--- config.mk ---
export PLATFORM = sky130hd
export DESIGN_NAME = wb_arbiter_flat
export DESIGN_NICKNAME = d
export VERILOG_FILES = /design/src/rtl/wb_arbiter_if.sv /design/src/rtl/wb_arbiter.sv /design/src/flat_wrapper.sv
export SDC_FILE = /design/constraint.sdc
export NUM_CORES = 1
export LEC_CHECK = 0
export ABC_AREA = 0
export CORE_ASPECT_RATIO = 1.25
export CORE_MARGIN = 1.5
export CORE_UTILIZATION = 45
export DETAILED_ROUTE_END_ITERATION = 16
export PLACE_DENSITY = 0.69
export SETUP_SLACK_MARGIN = 0.2
export SYNTH_ARGS = -nofsm -noshare
export SYNTH_HDL_FRONTEND = slang
export SYNTH_SLANG_ARGS = --single-unit
--- constraint.sdc ---
create_clock -name clk -period 4.65 [get_ports clk]
set_input_delay 0.465 -clock clk [delete_from_list [all_inputs] [get_ports clk]]
set_output_delay 0.465 -clock clk [all_outputs]
set_load 0.05 [all_outputs]
--- src/rtl/wb_arbiter_if.sv ---
// Bus bundle for wb_arbiter: primary/secondary result inputs and the regfile write port.
interface wb_arbiter_if #(
  parameter int unsigned AW = 4,
  parameter int unsigned DW = 32
);
  logic          pri_we;
  logic [AW-1:0] pri_wa;
  logic [DW-1:0] pri_wd;
  logic          sec_valid;
  logic          sec_ready;
  logic [AW-1:0] sec_wa;
  logic [DW-1:0] sec_wd;
  logic          we3;
  logic [AW-1:0] wa3;
  logic [DW-1:0] wd3;

  modport master (
    output pri_we, pri_wa, pri_wd, sec_valid, sec_wa, sec_wd,
    input  sec_ready, we3, wa3, wd3
  );

  modport slave (
    input  pri_we, pri_wa, pri_wd, sec_valid, sec_wa, sec_wd,
    output sec_ready, we3, wa3, wd3
  );
endinterface

--- src/rtl/wb_arbiter.sv ---
// Register-file write-port arbiter: primary WB results win, secondary results queue in a FIFO.
// Optional WB_SCOREBOARD_EN builds the pending-register scoreboard; otherwise pending is 0.
module wb_arbiter #(
  parameter int unsigned DEPTH = 4,
  parameter int unsigned AW    = 4,
  parameter int unsigned DW    = 32
) (
  input  logic                     clk,
  input  logic                     reset,
  wb_arbiter_if.slave              bus,
  output logic [$clog2(DEPTH):0]   fifo_cnt,
  output logic [14:0]              pending
);

  localparam int unsigned PW = $clog2(DEPTH);
  localparam int unsigned CW = PW + 1;
  localparam logic [AW-1:0] PC_REG = AW'(15);

  logic [DEPTH-1:0] live_q, live_d;
  logic [AW-1:0]    wa_q [DEPTH];
  logic [AW-1:0]    wa_d [DEPTH];
  logic [DW-1:0]    wd_q [DEPTH];
  logic [DW-1:0]    wd_d [DEPTH];
  logic [PW-1:0]    rd_ptr_q, rd_ptr_d;
  logic [PW-1:0]    wr_ptr_q, wr_ptr_d;
  logic [CW-1:0]    cnt_q, cnt_d;
  logic             we3_q, we3_d;
  logic [AW-1:0]    wa3_q, wa3_d;
  logic [DW-1:0]    wd3_q, wd3_d;

  logic sec_ready;
  logic push;
  logic pri_grant;
  logic pop;

  always_comb begin
    sec_ready = !reset && (cnt_q < CW'(DEPTH));
    push      = bus.sec_valid && sec_ready;
    pri_grant = bus.pri_we && (bus.pri_wa != PC_REG);
    pop       = !pri_grant && (cnt_q != '0);
  end

  always_comb begin
    live_d   = live_q;
    wa_d     = wa_q;
    wd_d     = wd_q;
    rd_ptr_d = rd_ptr_q;
    wr_ptr_d = wr_ptr_q;
    we3_d    = 1'b0;
    wa3_d    = wa3_q;
    wd3_d    = wd3_q;

    if (pri_grant) begin
      we3_d = 1'b1;
      wa3_d = bus.pri_wa;
      wd3_d = bus.pri_wd;
      // Queued results to the same register are older; kill them but keep their slot.
      for (int unsigned i = 0; i < DEPTH; i++) begin
        if (wa_q[i] == bus.pri_wa) live_d[i] = 1'b0;
      end
    end else if (pop) begin
      we3_d            = live_q[rd_ptr_q];
      wa3_d            = wa_q[rd_ptr_q];
      wd3_d            = wd_q[rd_ptr_q];
      live_d[rd_ptr_q] = 1'b0;
      rd_ptr_d         = rd_ptr_q + PW'(1);
    end

    // Enqueue after the kill so a same-cycle secondary result stays live.
    if (push) begin
      live_d[wr_ptr_q] = (bus.sec_wa != PC_REG);
      wa_d[wr_ptr_q]   = bus.sec_wa;
      wd_d[wr_ptr_q]   = bus.sec_wd;
      wr_ptr_d         = wr_ptr_q + PW'(1);
    end

    cnt_d = cnt_q + CW'(push) - CW'(pop);
  end

  always_ff @(posedge clk) begin
    if (reset) begin
      live_q   <= '0;
      rd_ptr_q <= '0;
      wr_ptr_q <= '0;
      cnt_q    <= '0;
      we3_q    <= 1'b0;
      wa3_q    <= '0;
      wd3_q    <= '0;
    end else begin
      live_q   <= live_d;
      rd_ptr_q <= rd_ptr_d;
      wr_ptr_q <= wr_ptr_d;
      cnt_q    <= cnt_d;
      we3_q    <= we3_d;
      wa3_q    <= wa3_d;
      wd3_q    <= wd3_d;
    end
  end

  // Payload storage needs no reset: occupancy is tracked by live/count.
  always_ff @(posedge clk) begin
    wa_q <= wa_d;
    wd_q <= wd_d;
  end

  assign bus.sec_ready = sec_ready;
  assign bus.we3       = we3_q;
  assign bus.wa3       = wa3_q;
  assign bus.wd3       = wd3_q;
  assign fifo_cnt      = cnt_q;

`ifdef WB_SCOREBOARD_EN
  logic [14:0] pending_q, pending_d;

  always_comb begin
    pending_d = '0;
    for (int unsigned r = 0; r < 15; r++) begin
      for (int unsigned j = 0; j < DEPTH; j++) begin
        if (live_d[j] && (wa_d[j] == AW'(r))) pending_d[r] = 1'b1;
      end
    end
  end

  always_ff @(posedge clk) begin
    if (reset) pending_q <= '0;
    else       pending_q <= pending_d;
  end

  assign pending = pending_q;
`else
  assign pending = '0;
`endif

endmodule

--- src/flat_wrapper.sv ---
// flat-port wrapper written by rule: the top's interface ports become plain ports
module wb_arbiter_flat 
#(
  parameter int unsigned DEPTH = 4,
  parameter int unsigned AW    = 4,
  parameter int unsigned DW    = 32
)
  (clk, reset, fifo_cnt, pending, bus_pri_we, bus_pri_wa, bus_pri_wd, bus_sec_valid, bus_sec_wa, bus_sec_wd, bus_sec_ready, bus_we3, bus_wa3, bus_wd3);
  wb_arbiter_if #(.AW(AW), .DW(DW)) bus_i ();
  input  logic clk;
  input  logic reset;
  output logic [$clog2(DEPTH):0] fifo_cnt;
  output logic [14:0] pending;
  input wire logic [$bits(bus_i.pri_we)-1:0] bus_pri_we;
  input wire logic [$bits(bus_i.pri_wa)-1:0] bus_pri_wa;
  input wire logic [$bits(bus_i.pri_wd)-1:0] bus_pri_wd;
  input wire logic [$bits(bus_i.sec_valid)-1:0] bus_sec_valid;
  input wire logic [$bits(bus_i.sec_wa)-1:0] bus_sec_wa;
  input wire logic [$bits(bus_i.sec_wd)-1:0] bus_sec_wd;
  output wire logic [$bits(bus_i.sec_ready)-1:0] bus_sec_ready;
  output wire logic [$bits(bus_i.we3)-1:0] bus_we3;
  output wire logic [$bits(bus_i.wa3)-1:0] bus_wa3;
  output wire logic [$bits(bus_i.wd3)-1:0] bus_wd3;
  assign bus_i.pri_we = bus_pri_we;
  assign bus_i.pri_wa = bus_pri_wa;
  assign bus_i.pri_wd = bus_pri_wd;
  assign bus_i.sec_valid = bus_sec_valid;
  assign bus_i.sec_wa = bus_sec_wa;
  assign bus_i.sec_wd = bus_sec_wd;
  assign bus_sec_ready = bus_i.sec_ready;
  assign bus_we3 = bus_i.we3;
  assign bus_wa3 = bus_i.wa3;
  assign bus_wd3 = bus_i.wd3;
  wb_arbiter #(.DEPTH(DEPTH), .AW(AW), .DW(DW)) u_core (.clk(clk), .reset(reset), .bus(bus_i), .fifo_cnt(fifo_cnt), .pending(pending));
endmodule
## Yosys cells after proc, flatten, opt, wreduce, memory -nomap -nowiden

Cells that the tools add are included.

- Bits in writable memories: 0
- Memories: 0
- Bits in registers: 192
- Output and inout bits: 56
- ROM bits: 0
- Word-level logic and storage cells: 82
- Latch bits: 0
- Input port bits: 76

- Div/mod/pow operators: 0
- Multiplexer cells: 32
- Shift operators: 0
- Reductions and logical operators: 12
- Add/subtract/negate cells: 4
- Bitwise operators: 5
- Magnitude comparators: 8
- Equality and inequality tests: 6
- Multiply operators: 0

Operator list:

| kind | number |
|---|---|
| two-way mux 32 bit | 5 |
| bitwise mux 128 bit | 1 |
| binary-select mux 32 bit (select 2 bit) | 1 |
| demux 32 bit (select 2 bit) | 1 |
| two-way mux 4 bit | 8 |
| bitwise mux 16 bit | 1 |
| equality test 4 bit | 4 |
| two-way mux 1 bit | 9 |
| binary-select mux 4 bit (select 2 bit) | 1 |
| demux 4 bit (select 2 bit) | 1 |
| != test 4 bit (second input constant) | 2 |
| logical AND 1 bit | 7 |
| greater-or-equal comparator 3 bit (second input constant) | 2 |
| < comparator 2 x 3 -> 1 bit (second input constant) | 2 |
| inverter 2 -> 3 bit | 2 |
| adder 2 x 1 -> 2 bit (second input constant) | 2 |
| bitwise AND 4 bit | 1 |
| bitwise mux 4 bit | 1 |
| demux 1 bit (select 2 bit) | 2 |
| greater-or-equal comparator 2 x 1 -> 1 bit (second input constant) | 2 |
| inverter 4 bit | 1 |
| adder 3 x 1 -> 3 bit | 1 |
| < comparator 3 x 1 -> 1 bit (second input constant) | 1 |
| < comparator 3 bit (second input constant) | 1 |
| other kinds (7) | 8 |

## Logic depth before layout (Yosys ltp)

Gate-level depths: netlist of the first run.

- Depth in word-level cells: 10
- Depth in mapped cells: 9

## Least setup slack after synthesis of the first run

OpenSTA, ideal clock, no wires.

- Path type: register to register
- Start point: register u_core.cnt_q[2] (netlist: u_core.fifo_cnt[2])
- End point: register u_core.wa_q[10] (netlist bit), enable pin
- Setup slack: 2.099 ns
- Cell stages (with the launch flop): 5
- Data arrival time: 2.154 ns
- Cell sequence: dfxtp_1 -> nor2b_1 -> nor2b_1 -> buf_2 -> and2_1

- Word-level cells in the longest chain between the ends: 3

Ends and longest elaborated chain:

| item | RTL line | RTL |
|---|---|---|
| start: declaration | wb_arbiter.sv:26 | `logic [CW-1:0] cnt_q, cnt_d;` |
| start signal: assignment | wb_arbiter.sv:93 | `cnt_q <= cnt_d;` |
| < comparator 3 bit | wb_arbiter.sv:37 | `sec_ready = !reset && (cnt_q < CW'(DEPTH));` |
| logical AND 1 bit | wb_arbiter.sv:37 |  |
| logical AND 1 bit | wb_arbiter.sv:38 | `push = bus.sec_valid && sec_ready;` |
| end signal: assignment | wb_arbiter.sv:102 | `wa_q <= wa_d;` |
| end: declaration | wb_arbiter.sv:20 | `logic [AW-1:0] wa_q [DEPTH];` |

Every way passes these cells.
A chain may end at the register's enable or synchronous reset.

## Worst setup path in the final report of the first run

- Start point: input port bus_sec_valid
- End point: register u_core.wd_q[127] (netlist bit), enable pin

- Word-level cells in the longest chain between the ends: 1

Ends and longest elaborated chain:

| item | RTL line | RTL |
|---|---|---|
| start: declaration | flat_wrapper.sv:17 | `input wire logic [$bits(bus_i.sec_valid)-1:0] bus_sec_valid;` |
| logical AND 1 bit | wb_arbiter.sv:38 |  |
| end signal: assignment | wb_arbiter.sv:103 | `wd_q <= wd_d;` |
| end: declaration | wb_arbiter.sv:22 | `logic [DW-1:0] wd_q [DEPTH];` |

Every way passes these cells.

==> impl_metrics.tcl, run 1 <==
set metrics [dict create \
    r2r-start "u_core.fifo_cnt[2]$_SDFF_PP0_" \
    ys_async_sr_fraction_pct 0 \
    synthTopCellsByArea "edfxtp_1 54%, dfxtp_1 12%, mux4_2 7.1%" \
    fin_crit_sh_pct 58.9 \
    via_per_inst 5.41 \
    setup_viol 0 \
    cts_made_buffers 17 \
    cts_root_buf "clkbuf_16" \
    p_leak_uw 0.00322 \
    yosys.area.top_type "edfxtp_1" \
    synth_area_mm2 0.00796 \
    hold_violations 0 \
    cts_max_path_buffers 2 \
    vias 4608 \
    critPathRequiredTime_ns 4.69 \
    fin_crit_ns 2.74 \
    power_density_mw_per_mm2 504 \
    ctsResizeCount 0 \
    antenna_cells_inserted 0 \
    clock_latency_ns 0.43 \
    hold-path-cell-count 2 \
    maxCapViolCount 0 \
    total_power_uw 4880 \
    worst_pin_slew_ns 1.07 \
    area_delta_synth_final_pct 21.7 \
    dp_hpwl_um 10200 \
    ios 132 \
    first_pass_iters 4 \
    drc 0 \
    clk_pin_slew_ns 0.06 \
    drt_iter0_drc 351 \
    grt_overflow_total 0 \
    io_buffers 116 \
    min_path_type "register to register" \
    critPathKind "input port to register" \
    nNetsFinal 702 \
    synth-main-ff-cell "edfxtp_1" \
    ys_seq_elements 192 \
    cts.sinks 192 \
    ys_types 35 \
    final_core_util_pct 55.8 \
    chipHeight_um 152 \
    die_w_um 122 \
    wire_per_inst_um 18.9 \
    slew_violations 0 \
    rsz0062_at_grt "no" \
    placementRows 54 \
    start_util_pct 45.8 \
    grt_max_degree 51 \
    hold_buffers 0 \
    finalSetupTns_ns 0 \
    rr_worst_depth 3 \
    fin_hold_ws_ns 0.485 \
    antenna_found_initial 0 \
    postCtsSetupBuffers 0 \
    min_from "u_core.bus.wd3[22]$_SDFFE_PP0P_" \
    netlist_instances 509 \
    relSlewSlack_pct 28.8 \
    h-tree-depth 4 \
    grt_pass1_wl_um 24900 \
    ys_seq_area_share_pct 66.4 \
    synth_top_cell_area_share_pct 54.3 \
    fin_worst_skew_ns 0.0126 \
    first_global_vias 4615 \
    coreArea_mm2 0.0174 \
    avgSynthCellArea_um2 15.6 \
    place_congestion 0.795 \
    status "completed" \
    whs_endpoint "u_core.bus.wd3[22]$_SDFFE_PP0P_" \
    critPathMaxFanout 36 \
    r2r_end "u_core.wd_q[127]$_DFFE_PP_" \
    cts_tree "built" \
    drt-total-wl_um 16100 \
    synth_edf_count 144 \
    irDropWorstVdd_uv 273 \
    crit_path_end_kind "register" \
    cp.arrival_ns 2.78 \
    reg2reg_slack_ns 2.01 \
    timing.fmax_ghz 0.365 \
    ant_nets 0 \
    yosys_warnings 0 \
    grt_usage_pct 18.3 \
    cp-start-kind "input port" \
    fp.dieArea_mm2 0.0185 \
    layout-drive-gt1-share_pct 11.6 \
]
routing by layer:
layer	part of all wire, %	wire length (um)	track usage (%)	vias to the layer above
met5	0	0	0	-
met4	1.4	218	6.82	0
met1	40	6430	21.7	2353
met2	55	8830	32.5	138
li1	-	-	-	2104
met3	4.0	651	4.00	13
kinds of logic after synthesis:
| kind of cell | after synthesis | share of synthesized area, % |
|---|---|---|
| multiplexers | 42 | 11.7 |
| other | 1 | 0.0471 |
| AO/OA/AOI/OAI | 51 | 5.53 |
| AND/OR/NAND/NOR | 132 | 7.12 |
| XOR/XNOR | 20 | 2.20 |
| flip-flops | 192 | 66.4 |
| adder cells (fa/ha/maj) | 11 | 1.82 |
| buffers and inverters | 60 | 5.19 |
metrics by stage:
step,instances,cell area (um2),setup WS [ns]
3_3_place_gp,820,9130,1.49
5_1_grt,852,9680,1.74
3_5_place_dp,820,9130,1.47
2_1_floorplan,523,8010,2.10
4_1_cts,852,9680,1.92
6_report,852,9680,1.91
cells in the mapped netlist (3+ instances only):
| cell type | number |
|---|---|
| nand2_1 | 66 |
| nand2b_1 | 4 |
| dfxtp_1 | 48 |
| nand4_1 | 6 |
| buf_2 | 14 |
| nand3_1 | 4 |
| mux4_2 | 25 |
| edfxtp_1 | 144 |
| and2_0 | 3 |
| clkbuf_1 | 4 |
| o21ai_0 | 8 |
| a221oi_1 | 4 |
| nor2b_1 | 4 |
| mux2i_1 | 5 |
| a311oi_1 | 25 |
| ha_1 | 10 |
| clkbuf_8 | 6 |
| a311oi_2 | 7 |
| nor2_1 | 37 |
| and2_1 | 5 |
| a21oi_1 | 5 |
| mux4_1 | 12 |
| xnor2_1 | 20 |
| buf_6 | 4 |
| buf_4 | 17 |
| inv_1 | 12 |
how the worst max path moves through the flow:
stage	from	cells after the start	slack (ns)	end
detailed placement	bus_sec_valid	4	1.47	u_core.wd_q[116]$_DFFE_PP_
global placement	bus_sec_valid	4	1.49	u_core.wd_q[16]$_DFFE_PP_
CTS	bus_sec_valid	4	1.92	u_core.wd_q[40]$_DFFE_PP_
finish	bus_sec_valid	4	1.91	u_core.wd_q[127]$_DFFE_PP_
floorplan	u_core.fifo_cnt[2]$_SDFF_PP0_	4	2.10	u_core.wa_q[10]$_DFFE_PP_
global route	bus_sec_valid	4	1.74	u_core.wd_q[96]$_DFFE_PP_
power by group:
part	internal [uW]	total (uW)	leakage (uW)	switching, uW
logic	575	1380	0.00126	802
clock network	768	1370	0.000255	599
registers	1990	2140	0.00170	145
cells in the final DEF, fill, tap and decap left out, drive strengths merged, types with 5 or more instances in the layout:
cell	Yosys	routed
o21ai	8	8
mux4	37	37
a311oi	32	32
clkdlybuf4s50	0	115
and2	8	8
clkbuf	10	24
nand4	6	6
xnor2	20	20
dfxtp	48	48
edfxtp	144	144
a21oi	6	6
mux2i	5	5
conb	1	15
inv	12	13
nand2	67	67
nor2	37	37
ha	10	10
buf	38	6
flip-flops by register name (all words and copies together) (netlist names):
signal	cells
u_core.wd_q	128
u_core.bus.wd3	32
u_core.wa_q	16
u_core.bus.wa3	4
u_core.live_q	4
u_core.fifo_cnt	3
u_core.rd_ptr_q	2
u_core.wr_ptr_q	2
u_core.bus.we3	1
area by class of cell:
type | count | area, um2
tap | 224 | 280
fill | 1383 | 7680
multi-input combinational | 271 | 2320
sequential | 192 | 5290
inverter | 12 | 45.0
clock buffer | 24 | 472
clock inverter | 8 | 81.3
timing repair buffer | 121 | 1190
worst max-delay path, stage by stage:
cell and delay [ns]:
clkdlybuf4s50_1 0.45, nor2b_1 0.27, nor2b_1 0.64, and2_2 0.94
(Power assumes the default switching activity.)
==> run 2, diff against run 1 <==
PLACE_DENSITY = 0.72   (was 0.69)
clock period = 2.5 ns   (was 4.65 ns; I/O delays follow)
==> impl_metrics.tcl, run 2 (same netlist as run 1, synthesis figures left out) <==
set metrics [dict create \
    place_congestion 0.768 \
    io_buffers 116 \
    placementRows 54 \
    ios 132 \
    cts_root_buf "clkbuf_16" \
    dp_hpwl_um 10700 \
    die_w_um 122 \
    drc 0 \
    ant_nets 0 \
    crit_family "buffers and inverters" \
    fp.dieArea_mm2 0.0185 \
    crit_path_cell_trace "clkdlybuf4s50_1" \
    grt_pass1_wl_um 25200 \
    status "completed" \
    critPathMaxFanout 6 \
    maxCapViolCount 0 \
    grtUsageMet3_pct 3.18 \
    cts_made_buffers 17 \
    slew_violations 0 \
    antenna_found_initial 1 \
    grt_overflow_total 0 \
    final_area_mm2 0.00989 \
    hold_violations 0 \
    cp-start-kind "register" \
    start_util_pct 45.8 \
    first_global_vias 4764 \
    fin_worst_skew_ns 0.00605 \
    place_area_mm2 0.00928 \
    largest_reg_flops 128 \
    final_core_util_pct 57.0 \
    ctsResizeCount 0 \
    coreArea_mm2 0.0174 \
    regMostFlops "u_core.wd_q" \
    first_pass_iters 4 \
    drt-total-wl_um 16300 \
    power_density_mw_per_mm2 950 \
    postCtsSetupBuffers 0 \
    layout_commonest_cell "edfxtp_1" \
    critPathKind "register to primary output" \
    p_leak_uw 0.00334 \
    area_delta_synth_final_pct 24.3 \
    fin_ws_ns 0.486 \
    timing.fmax_ghz 0.497 \
    grt_max_degree 74 \
    dp_slack_ns 0.216 \
    nNetsFinal 717 \
    min_path_type "input port to register" \
    via_per_inst 5.22 \
    worst-path-buf-inv 1 \
    final_cell_mix "144 x edfxtp_1, 115 x clkdlybuf4s50_1, 66 x nand2_1, 46 x dfxtp_1, 37 x nor2_1" \
    hold_buffers 0 \
    chipHeight_um 152 \
    clock_latency_ns 0.43 \
    vias 4528 \
    busiest_layer "met2" \
    cpPeakStageDelay_ns 0.86 \
    rsz0062_at_grt "no" \
    setup_viol 0 \
    irDropWorstVdd_uv 597 \
    cts_tree "built" \
    cts.sinks 192 \
    critPathRequiredTime_ns 2.25 \
    worst_pin_slew_ns 0.543 \
    grt_usage_pct 18.6 \
    worst_path_max_delay_cell "clkdlybuf4s50_1" \
    fin_crit_sh_pct 80.6 \
    total_power_uw 9390 \
    wire_per_inst_um 18.8 \
    cts_max_path_buffers 2 \
    h-tree-depth 4 \
    relSlewSlack_pct 63.8 \
    crit_path_end_kind "primary output" \
    use_met1_pct 21.0 \
    use_met2_pct 33.7 \
    finalSetupTns_ns 0 \
    cp.arrival_ns 1.76 \
    drt_iter0_drc 266 \
    layout-drive-gt1-share_pct 14.6 \
    fin_crit_ns 2.01 \
    clk_pin_slew_ns 0.07 \
]
==> run 2: changes by cell type in the layout (fill, tap and decap cells not counted), sizes merged <==
cell,before,now
clkinvlp,4,3
clkbuf,24,17
clkinv,2,5
diode,0,1
bufinv,1,3
inv,13,16
buf,6,21
==> run 2: power breakdown <==
| part | switching, uW | internal, uW |
|---|---|---|
| registers | 166 | 3700 |
| logic | 1630 | 1130 |
| clock network | 1180 | 1580 |
==> run 2: path summary, 6_finish.rpt <==
check / start / slack (ns) / depth (start not counted) / end
setup / recovery: u_core.fifo_cnt[2]$_SDFF_PP0_ / 0.49 / 1 / fifo_cnt[2]
setup reg to reg: u_core.fifo_cnt[2]$_SDFF_PP0_ / 0.60 / 7 / u_core.fifo_cnt[2]$_SDFF_PP0_
hold / removal: reset / 0.28 / 2 / u_core.rd_ptr_q[1]$_SDFFE_PP0P_
hold reg to reg: u_core.bus.wd3[16]$_SDFFE_PP0P_ / 0.48 / 2 / u_core.bus.wd3[16]$_SDFFE_PP0P_
==> run 2: routing by layer <==
layer | vias to the layer above | wire [um]
li1 | 2139 | -
met1 | 2235 | 6170
met2 | 127 | 8940
met3 | 27 | 713
met4 | 0 | 450
met5 | - | 0
==> run 2: final cells by class <==
class,count,area (um2)
Clock inverter,15,183
Multi-Input combinational cell,271,2320
Timing Repair Buffer,136,1340
Clock buffer,17,425
Antenna cell,1,2.50
Sequential cell,192,5290
Tap cell,224,280
Inverter,12,45.0
Fill cell,1336,7470
==> run 2: stage by stage <==
step	cells	hold slack, ns
after floorplan	523	0.349
after global placement	835	0.473
after detailed placement	835	0.470
after CTS	867	0.260
after global routing	868	0.297
final	868	0.282
==> run 3, diff against run 2 <==
clock period = 1.6 ns   (was 2.5 ns; I/O delays follow)
==> impl_metrics.tcl, run 3 (same netlist as run 1, synthesis figures left out) <==
set metrics [dict create \
    cp.arrival_ns 1.92 \
    h-tree-depth 4 \
    place_congestion 0.771 \
    drt-total-wl_um 19300 \
    vias 5051 \
    area_delta_synth_final_pct 39.4 \
    fin_crit_sh_pct 112 \
    antenna_found_initial 1 \
    irDropWorstVdd_uv 744 \
    layout-drive-gt1-share_pct 34.7 \
    crit_path_end_kind "register" \
    fin_ws_ns -0.188 \
    total_power_uw 16300 \
    relSlewSlack_pct 57.9 \
    critPathMaxFanout 8 \
    start_util_pct 45.8 \
    chipHeight_um 152 \
    status "finished, violations left" \
    final_cell_mix "144 x edfxtp_1, 74 x clkdlybuf4s50_1, 68 x buf_4, 43 x dfxtp_1, 37 x nor2_1" \
    drt_iter0_drc 397 \
    hold_violations 0 \
    timing.fmax_ghz 0.559 \
    cts_made_buffers 17 \
    worst-path-buf-inv 6 \
    dp_hpwl_um 11200 \
    first_pass_iters 4 \
    fin_worst_skew_ns 0.00776 \
    power_density_mw_per_mm2 1470 \
    cpPeakStageDelay_ns 0.36 \
    critPathLaunch "u_core.fifo_cnt[2]$_SDFF_PP0_" \
    fillerInstances 1179 \
    fp.dieArea_mm2 0.0185 \
    cp-start-kind "register" \
    failed_checks "setup timing" \
    cts_tree "built" \
    fin_crit_ns 1.79 \
    rsz0062_at_grt "yes" \
    fin_hold_ws_ns 0.324 \
    critPathKind "register to register" \
    p_leak_uw 0.00397 \
    nNetsFinal 780 \
    maxCapViolCount 0 \
    crit_family "buffers and inverters" \
    first_global_vias 5118 \
    die_w_um 122 \
    grt_overflow_total 0 \
    coreArea_mm2 0.0174 \
    critPathRequiredTime_ns 1.74 \
    min_path_type "input port to register" \
    wire_per_inst_um 20.7 \
    worst_path_max_delay_cell "dfxtp_4" \
    layout_commonest_cell "edfxtp_1" \
    worst_pin_slew_ns 0.631 \
    cts_root_buf "clkbuf_16" \
    via_per_inst 5.43 \
    regMostFlops "u_core.wd_q" \
    cts.sinks 192 \
    ios 132 \
    r2r-start "u_core.fifo_cnt[2]$_SDFF_PP0_" \
    cts_max_path_buffers 2 \
    clk_pin_slew_ns 0.07 \
    grt_pass1_wl_um 28300 \
    largest_reg_flops 128 \
    drc 0 \
    clock_latency_ns 0.43 \
    io_buffers 116 \
    grt_usage_pct 21.1 \
    setup_viol 180 \
    crit_path_cell_trace "buf_6 > nor2b_4 > nor2b_1 > buf_4 > buf_12 > buf_8 > and2_4 > buf_12 > buf_12" \
    grt_max_degree 50 \
    placementRows 54 \
    min_from "bus_pri_wd[17]" \
    crit_top_cell "buf_12" \
    ant_nets 0 \
    slew_violations 0 \
]
-- run 3: cell types whose count changed in the layout (fill, tap and decap cells not counted), sizes merged --
cell / delta
clkinvlp: +1
bufinv: -3
clkinv: -2
clkdlybuf4s50: -41
inv: -2
buf: +101
clkbuf: +9
-- run 3: report_power, final --
| group | switching (uW) | leakage, uW | internal [uW] |
|---|---|---|---|
| combinational | 3350 | 0.00202 | 3060 |
| clock | 1780 | 0.000248 | 2070 |
| sequential | 275 | 0.00171 | 5810 |
| total | 5410 | 0.00397 | 10900 |
-- run 3: area by class of cell --
cell class	instances	area, um2	share of cell area, %
clock buffers	23	468	4.22
clock inverters	9	61.3	0.553
flip-flops and latches	192	5300	47.8
well taps	224	280	2.53
diodes	1	2.50	0.0226
inverters	12	45.0	0.406
repair buffers	199	2340	21.1
multi-input cells	271	2590	23.4
-- run 3: per-layer routing --
metal / track usage, % / part of all wire, % / up-vias
met2: 36.7 / 54 / 181
met4: 10.4 / 3.5 / 0
met3: 3.56 / 4.1 / 43
li1: - / - / 2271
met1: 25.4 / 38 / 2556
met5: 0 / 0 / -
-- run 3: worst register-to-register path, cell delays in order, from the launching register on --
cell and delay [ns]:
dfxtp_4 0.36, buf_6 0.12, nor2b_4 0.11, nor2b_1 0.13, buf_4 0.14, buf_12 0.10
buf_8 0.10, and2_4 0.19, buf_12 0.12, buf_12 0.13
-- run 3: path summary, 6_finish.rpt --
check / to / slack (ns) / cells after the start
worst max-delay path: u_core.wd_q[50]$_DFFE_PP_ / -0.19 / 9
worst min-delay path: u_core.bus.wd3[17]$_SDFFE_PP0P_ / 0.32 / 3
worst min register to register: u_core.bus.wd3[20]$_SDFFE_PP0P_ / 0.49 / 2
worst max register to register: u_core.wd_q[50]$_DFFE_PP_ / -0.19 / 9
-- run 3: stage by stage --
| step | TNS [ns] | cell area [um2] | cells | utilization (%) | worst slack (ns) |
|---|---|---|---|---|---|
| after global placement | -37.56 | 9540 | 857 | 54.9 | -0.548 |
| after CTS | -16.32 | 10800 | 917 | 62.5 | -0.190 |
| final | -23.47 | 11100 | 931 | 63.9 | -0.188 |
| after detailed placement | -40.93 | 9540 | 857 | 54.9 | -0.574 |
| after floorplan | -29.53 | 8060 | 523 | - | -0.341 |
| after global routing | -31.81 | 11100 | 931 | 63.9 | -0.237 |
-- run 3: what timing repair did --
item | 4_1_cts | 5_1_grt
cloned | 11 | 4
endpoints found under the setup margin | 191 | 193
gates resized for setup | 88 | 15
pin swaps | 29 | 9
buffers inserted | 17 | 9
hold buffers | 0 | 0
